===== config.mk =====
export PLATFORM = sky130hd
export DESIGN_NAME = eth_avalon_bd_arbiter
export DESIGN_NICKNAME = d
export VERILOG_FILES = /design/src/rtl/eth_avalon_bd_arbiter.sv
export SDC_FILE = /design/constraint.sdc
export NUM_CORES = 1
export LEC_CHECK = 0
export CAP_MARGIN = 10
export CORE_AREA = 2 2 92 94
export DETAILED_ROUTE_END_ITERATION = 7
export DIE_AREA = 0 0 94 96
export PLACE_DENSITY = 0.7
export SKIP_LAST_GASP = 1
export SLEW_MARGIN = 0
export SYNTH_ARGS = -nofsm -noshare
export SYNTH_HDL_FRONTEND = slang
export SYNTH_SLANG_ARGS = --single-unit
export TNS_END_PERCENT = 30

===== constraint.sdc =====
create_clock -name clock -period 2 [get_ports clock]
set_input_delay 0.5 -clock clock [delete_from_list [all_inputs] [get_ports clock]]
set_output_delay 0.5 -clock clock [all_outputs]
set_load 0.01 [all_outputs]

===== src/rtl/eth_avalon_bd_arbiter.sv =====
// ---------------------------------------------------------------------------
// eth_avalon_bd_arbiter
//
// Shares port A of the 32-bit buffer-descriptor RAM between three requesters:
// the CPU (Avalon slave side), the TX descriptor DMA and the RX descriptor DMA.
//
// Arbitration:
//   - The CPU wins whenever it requests, unless a DMA is waiting and the CPU
//     has already taken CPU_BURST_MAX consecutive grants.
//   - TX and RX alternate when both request; TX wins the first tie after
//     reset.
//   - At most one grant per cycle. Grants are combinational.
//
// The RAM registers its address and drives ram_q combinationally from that
// registered address. A read granted in cycle N therefore has data on ram_q
// in cycle N+1, which is when the matching *_rvalid is raised.
//
// Ports:
//   clock, reset_n                 clock, asynchronous active-low reset
//   cpu_req/we/addr/wdata          CPU access request
//   cpu_gnt, cpu_rvalid            CPU grant (comb), read data valid (N+1)
//   tx_*  / rx_*                   same set for the TX and RX DMA engines
//   rdata                          shared read data (= ram_q)
//   ram_wren/address/data          BD RAM port A drive
//   ram_q                          BD RAM port A read data
// ---------------------------------------------------------------------------
module eth_avalon_bd_arbiter #(
    parameter int DEPTH         = 128,
    parameter int CPU_BURST_MAX = 4,
    parameter int AW            = (DEPTH > 2) ? $clog2(DEPTH) : 1
) (
    input  logic          clock,
    input  logic          reset_n,

    input  logic          cpu_req,
    input  logic          cpu_we,
    input  logic [AW-1:0] cpu_addr,
    input  logic [31:0]   cpu_wdata,
    output logic          cpu_gnt,
    output logic          cpu_rvalid,

    input  logic          tx_req,
    input  logic          tx_we,
    input  logic [AW-1:0] tx_addr,
    input  logic [31:0]   tx_wdata,
    output logic          tx_gnt,
    output logic          tx_rvalid,

    input  logic          rx_req,
    input  logic          rx_we,
    input  logic [AW-1:0] rx_addr,
    input  logic [31:0]   rx_wdata,
    output logic          rx_gnt,
    output logic          rx_rvalid,

    output logic [31:0]   rdata,

    output logic          ram_wren,
    output logic [AW-1:0] ram_address,
    output logic [31:0]   ram_data,
    input  logic [31:0]   ram_q
);

    localparam int         NREQ      = 3;
    localparam int         IDX_CPU   = 0;
    localparam int         IDX_TX    = 1;
    localparam int         IDX_RX    = 2;
    localparam logic [3:0] BURST_MAX = 4'(CPU_BURST_MAX);

    typedef enum logic {
        DMA_TX = 1'b0,
        DMA_RX = 1'b1
    } dma_sel_t;

    // Requester vectors, indexed CPU/TX/RX, so the RAM mux and the
    // read-valid pipeline treat all three requesters uniformly.
    logic [NREQ-1:0] req_vec;
    logic [NREQ-1:0] we_vec;
    logic [NREQ-1:0] gnt_vec;
    logic [AW-1:0]   addr_vec  [NREQ];
    logic [31:0]     wdata_vec [NREQ];

    assign req_vec = {rx_req, tx_req, cpu_req};
    assign we_vec  = {rx_we,  tx_we,  cpu_we};

    assign addr_vec[IDX_CPU]  = cpu_addr;
    assign addr_vec[IDX_TX]   = tx_addr;
    assign addr_vec[IDX_RX]   = rx_addr;
    assign wdata_vec[IDX_CPU] = cpu_wdata;
    assign wdata_vec[IDX_TX]  = tx_wdata;
    assign wdata_vec[IDX_RX]  = rx_wdata;

    // State
    logic [3:0]      cpu_cnt_reg;
    logic [3:0]      cpu_cnt_next;
    dma_sel_t        last_dma_reg;
    dma_sel_t        last_dma_next;
    logic [NREQ-1:0] rvalid_reg;

    logic dma_pend;
    logic cpu_win;

    // -----------------------------------------------------------------------
    // Grant decision
    // -----------------------------------------------------------------------
    assign dma_pend = tx_req | rx_req;
    assign cpu_win  = cpu_req & (~dma_pend | (cpu_cnt_reg < BURST_MAX));

    always_comb begin
        gnt_vec = '0;
        if (cpu_win) begin
            gnt_vec[IDX_CPU] = 1'b1;
        end else if (tx_req && rx_req) begin
            // Tie: the DMA that was not served last goes next.
            if (last_dma_reg == DMA_RX) begin
                gnt_vec[IDX_TX] = 1'b1;
            end else begin
                gnt_vec[IDX_RX] = 1'b1;
            end
        end else if (tx_req) begin
            gnt_vec[IDX_TX] = 1'b1;
        end else if (rx_req) begin
            gnt_vec[IDX_RX] = 1'b1;
        end
    end

    assign cpu_gnt = gnt_vec[IDX_CPU];
    assign tx_gnt  = gnt_vec[IDX_TX];
    assign rx_gnt  = gnt_vec[IDX_RX];

    // -----------------------------------------------------------------------
    // Burst counter and DMA round-robin pointer
    // -----------------------------------------------------------------------
    always_comb begin
        cpu_cnt_next  = cpu_cnt_reg;
        last_dma_next = last_dma_reg;

        // The counter only measures CPU grants taken while a DMA is
        // waiting; any DMA service or an idle DMA side restarts it.
        if (!dma_pend || gnt_vec[IDX_TX] || gnt_vec[IDX_RX]) begin
            cpu_cnt_next = '0;
        end else if (gnt_vec[IDX_CPU] && (cpu_cnt_reg < BURST_MAX)) begin
            cpu_cnt_next = cpu_cnt_reg + 4'd1;
        end

        if (gnt_vec[IDX_TX]) begin
            last_dma_next = DMA_TX;
        end else if (gnt_vec[IDX_RX]) begin
            last_dma_next = DMA_RX;
        end
    end

    always_ff @(posedge clock or negedge reset_n) begin
        if (!reset_n) begin
            cpu_cnt_reg  <= '0;
            last_dma_reg <= DMA_RX;
            rvalid_reg   <= '0;
        end else begin
            cpu_cnt_reg  <= cpu_cnt_next;
            last_dma_reg <= last_dma_next;
            // ram_q is valid the cycle after the RAM captured the address,
            // so a read grant turns into rvalid exactly one cycle later.
            rvalid_reg   <= gnt_vec & ~we_vec;
        end
    end

    assign cpu_rvalid = rvalid_reg[IDX_CPU];
    assign tx_rvalid  = rvalid_reg[IDX_TX];
    assign rx_rvalid  = rvalid_reg[IDX_RX];
    assign rdata      = ram_q;

    // -----------------------------------------------------------------------
    // RAM port drive: the granted requester's signals, all-zero when idle.
    // -----------------------------------------------------------------------
    always_comb begin
        ram_wren    = 1'b0;
        ram_address = '0;
        ram_data    = '0;
        for (int i = 0; i < NREQ; i++) begin
            if (gnt_vec[i]) begin
                ram_wren    = we_vec[i];
                ram_address = addr_vec[i];
                ram_data    = wdata_vec[i];
            end
        end
    end

endmodule


==> After elaboration in Yosys (flattened, before gate mapping) <==
Cells that the tools add are included.
{ "op_classes": {"bitwise_logic": 6, "n_mux": 21, "addsub": 1, "magnitude_cmp": 1, "reduce_logical": 7} }
{ "ops": {"columns": ["cell", "n"], "rows": [
  ["32-bit 2-to-1 mux", 3],
  ["7-bit 2-to-1 mux", 3],
  ["1-bit 2-to-1 mux", 11],
  ["4-bit 2-to-1 mux", 2],
  ["4-bit by 1-bit adder with 4-bit output (second input constant)", 1],
  ["4-bit by 3-bit less-than comparator with 1-bit output (second input constant)", 1],
  ["2-bit 2-to-1 mux", 2],
  ["2-bit nonzero test", 2],
  ["3-bit bitwise AND", 1],
  ["3-bit NOT", 1],
  ["1-bit logical AND", 2],
  ["1-bit logical OR", 2],
  ["1-bit OR", 2],
  ["1-bit bitwise AND", 1],
  ["1-bit logical NOT", 1],
  ["1-bit NOT", 1]
]} }
{ "word_totals": {"output_inout_bits": 78, "reg_bits": 8, "elab_cells": 39} }

==> Depth between registers and ports, before layout <==
{ "logic_depth": {"ltp_word": 8, "depth_mapped": 5, "ltp_nobuf": 3} }

==> Worst setup path after synthesis <==
Ideal clock, no wire load.
{ "synth_timing": {"kind": "input -> output", "from": "input port cpu_req", "to": "output port ram_address[0]", "n_path_buf": 2, "required_ps": 1500, "arrival_time_ps": 1646, "cell_stages": 5, "slack_ps": -146, "path_cell_list": "or3b_4 -> and3_1 -> buf_6 -> buf_6 -> a221o_1"} }
{ "synth_via": {"word_cells_on_any_way": 6} }
{ "synth_lines": {"columns": ["element", "line_no", "text"], "rows": [
  ["from (decl)", "35", "input logic cpu_req,"],
  ["1-bit bitwise AND", "107", "assign cpu_win = cpu_req & (~dma_pend | (cpu_cnt_reg < BURST_MAX));"],
  ["2-bit 2-to-1 mux", "111", "if (cpu_win) begin"],
  ["via tx_gnt", "46", "output logic tx_gnt,"],
  ["7-bit 2-to-1 mux (2 in a row)", "180", "if (gnt_vec[i]) begin"],
  ["to (decl)", "59", "output logic [AW-1:0] ram_address,"]
]} }
The timed path passes the listed nets, and every way through them passes these cells.

==> Worst setup path after layout <==
{ "layout_timing": {"from": "register cpu_cnt_reg[3]", "to": "output port ram_data[28]"} }
{ "layout_via": {"elab_chain_len": 7, "word_cells_on_any_way": 8} }
{ "layout_rtl": {"columns": ["element", "line_no", "text"], "rows": [
  ["from (decl)", "94", "logic [3:0] cpu_cnt_reg;"],
  ["from (signal assigned)", "159", "cpu_cnt_reg <= cpu_cnt_next;"],
  ["4-bit by 3-bit less-than comparator with 1-bit output *", "107", null],
  ["1-bit OR *", "107", null],
  ["1-bit bitwise AND *", "107", null],
  ["1-bit 2-to-1 mux", "111", null],
  ["32-bit 2-to-1 mux (2 in a row)", "180", null],
  ["32-bit 2-to-1 mux *", "180", null],
  ["to (decl)", "60", "output logic [31:0] ram_data,"]
]} }
Mark *: on every way between the ends. The rest lies on a longest branch, timed or not.

==> impl_metrics.json <==
{
  "seq_power_share": 0.152,
  "post-place-ws_ns": -1.07,
  "cts_made_buffers": 3,
  "place_area_sq_um": 3050,
  "critical_path_class": "reg2out",
  "ys_seq_area_frac": 0.145,
  "synth_commonest_cells": "nor3b_1, a221o_1, buf_4",
  "synth.distinct_cells": 25,
  "die_y_um": 96,
  "yosysTopAreaCell": "a221o_1",
  "fin_crit_sh": 1.19,
  "syn-cell-area_sq_um": 1390,
  "fillCellCount": 805,
  "yosys.cell_count.top_type": "nor3b_1",
  "layout.nets": 467,
  "core-area_sq_um": 8050,
  "r2r_setup_slack_ns": 0.57,
  "p_sw_mw": 0.365,
  "htreeDepth": 1,
  "antenna_found_initial": 1,
  "synth_area_per_cell_sq_um": 8.66,
  "rows": 33,
  "yosysTopAreaCellShare": 0.282,
  "ir_worst_vdd_mv": 0.206,
  "violations": "negative setup slack",
  "cts_tree": "built",
  "final_hold_viol_count": 0,
  "dr.pass1.iters": 4,
  "antenna_left": 0,
  "synthCells": 160,
  "drc": 0,
  "tns_ns": -14.99,
  "track_usage": 0.146,
  "wl_per_cell_um": 19.1,
  "swShare": 0.312,
  "synthTopCellsByArea": "a221o_1, nor3b_1, buf_4",
  "portBuffers": 170,
  "die_w_um": 94,
  "grt_pass1_vias": 1956,
  "drive_gt1_frac": 0.237,
  "cp_cell_sequence": "or3b_4 > and3_4 > clkbuf_16 > a221o_1 > buf_2",
  "start_util": 0.172,
  "worst_slack_ns": -0.388,
  "dp.cells": 398,
  "crit_required_ns": 1.50,
  "largest_reg_flops": 4,
  "hold_path_class": "reg2reg",
  "timing.final.max_slew_violations": 0,
  "overflow": 0,
  "hpwl_um": 5220,
  "leakage_nw": 1.29,
  "outcome": "complete, but fails checks",
  "area_delta_synth_final_pct": 127,
  "ctsHoldBuffers": 0,
  "stdcell_count": 414,
  "period_needed_ns": 2.39,
  "rsz0062_at_grt": "true",
  "async_reset_ff_frac": 1.00,
  "p_int_mw": 0.807,
  "drt_iter0_drc": 36,
  "syn_nets": 318,
  "routabilityCongestion": 0.765,
  "clockBufferDepth": 2,
  "grt_pass1_wl_um": 10100,
  "dr_total_vias": 1963,
  "clock_latency_ns": 0.22,
  "crit_arrival_ns": 1.89,
  "max_freq_ghz": 0.419,
  "clkPwrFrac": 0.169,
  "setup_viol": 43,
  "synth.ff_latch_count": 8,
  "boundaryPins": 235,
  "cts.sinks": 8,
  "cp-end-kind": "output port",
  "routed_wirelength_um": 7890,
  "yosysWarnings": 0,
  "cts_root_buf": "clkbuf_8",
  "critPathLaunchType": "register",
  "pwr-share-comb": 0.679,
  "max_stage_delay_ns": 0.40,
  "hold_slack_ns": 0.451,
  "skew_ns": 0.00140,
  "cap_violations": 0,
  "synth_top_flop_cell": "dfrtp_1",
  "post-route-util": 0.391,
  "cpMaxStageDelayCell": "or3b_4",
  "clk_pin_slew_worst_paths_ns": 0.04,
  "finalPower_mw": 1.17,
  "grt_max_degree": 25,
  "p_per_area_nw_per_um2": 372,
  "critPathMaxFanout": 8,
  "fin_area_sq_um": 3150,
  "synth_edf_count": 0,
  "dieArea_sq_um": 9020,
  "vias_per_cell": 4.74
}
==> cell families (layout without fill, tap and decap cells) <==
family                     after synthesis  count (layout)  synth area share
and+or+nand+nor                         56              56             0.287
AOI/OAI and AO/OA                       43              43             0.304
adders and majority gates                1               1           0.00903
DFF                                      8               8             0.145
other                                    1               2           0.00271
buffers and inverters                   51             199             0.252
==> worst paths after layout <==
check / startpoint / endpoint / cells after the start
max in group asynchronous: reset_n / last_dma_reg / 1
worst min-delay path: cpu_cnt_reg[0] / cpu_cnt_reg[0] / 1
min in group asynchronous: reset_n / rvalid_reg[1] / 1
worst max register to register: cpu_cnt_reg[3] / rvalid_reg[1] / 4
worst max-delay path: cpu_cnt_reg[3] / ram_data[28] / 5
worst min register to register: cpu_cnt_reg[0] / cpu_cnt_reg[0] / 1
==> layer usage <==
layer	track usage	up-vias	part of all wire	routed length, um
met5	0	-	0	0
met4	0.0604	0	0.028	219
met3	0.0376	20	0.089	701
met2	0.286	112	0.51	4000
met1	0.146	930	0.38	2970
li1	-	901	-	-
==> power groups by stage <==
stage | registers (mW) | logic, mW | clock network (mW)
CTS | 0.178 | 0.795 | 0.202
floorplan | 0.181 | 0.347 | 0
finish | 0.178 | 0.796 | 0.198
global route | 0.179 | 0.851 | 0.214
global placement | 0.180 | 0.788 | 0
detailed placement | 0.180 | 0.794 | 0
==> cell usage in the layout, fill, tap and decap left out, types with 2 or more instances in the layout <==
cell type,n
clkdlybuf4s50_1,125
nor3b_1,39
a221o_1,39
clkbuf_2,27
buf_2,13
buf_12,8
dfrtp_1,7
buf_4,7
nor2_1,3
clkbuf_8,3
buf_16,3
clkbuf_16,3
buf_6,3
dlygate4sd2_1,3
nor2b_1,2
nor3_1,2
and2_1,2
dlymetal6s2s_1,2
==> worst max-delay path, delay by kind of cell, from the launching register on <==
kind                   cells  cell delay [ns]
AND/OR/NAND/NOR            2             0.66
flip-flops                 1             0.38
buffers and inverters      2             0.33
AO/OA/AOI/OAI              1             0.29
==> cell type report <==
| cell class | count | area (sq um) | area share |
|---|---|---|---|
| sequential | 8 | 201 | 0.0640 |
| antenna | 1 | 2.50 | 0.000795 |
| inverter | 1 | 3.75 | 0.00119 |
| timing repair buffer | 194 | 1910 | 0.605 |
| clock buffer | 4 | 45.0 | 0.0143 |
| multi-input combinational | 101 | 858 | 0.273 |
| tap | 105 | 131 | 0.0417 |
==> repair_timing <==
item / in CTS / in global routing
resized for setup: 84 / 64
setup endpoints to repair: 43 / 43
buffers inserted: 4 / 1
gates cloned: 4 / 4
pin swaps: 3 / 4
Note: power is estimated with default switching activity, not from simulation.
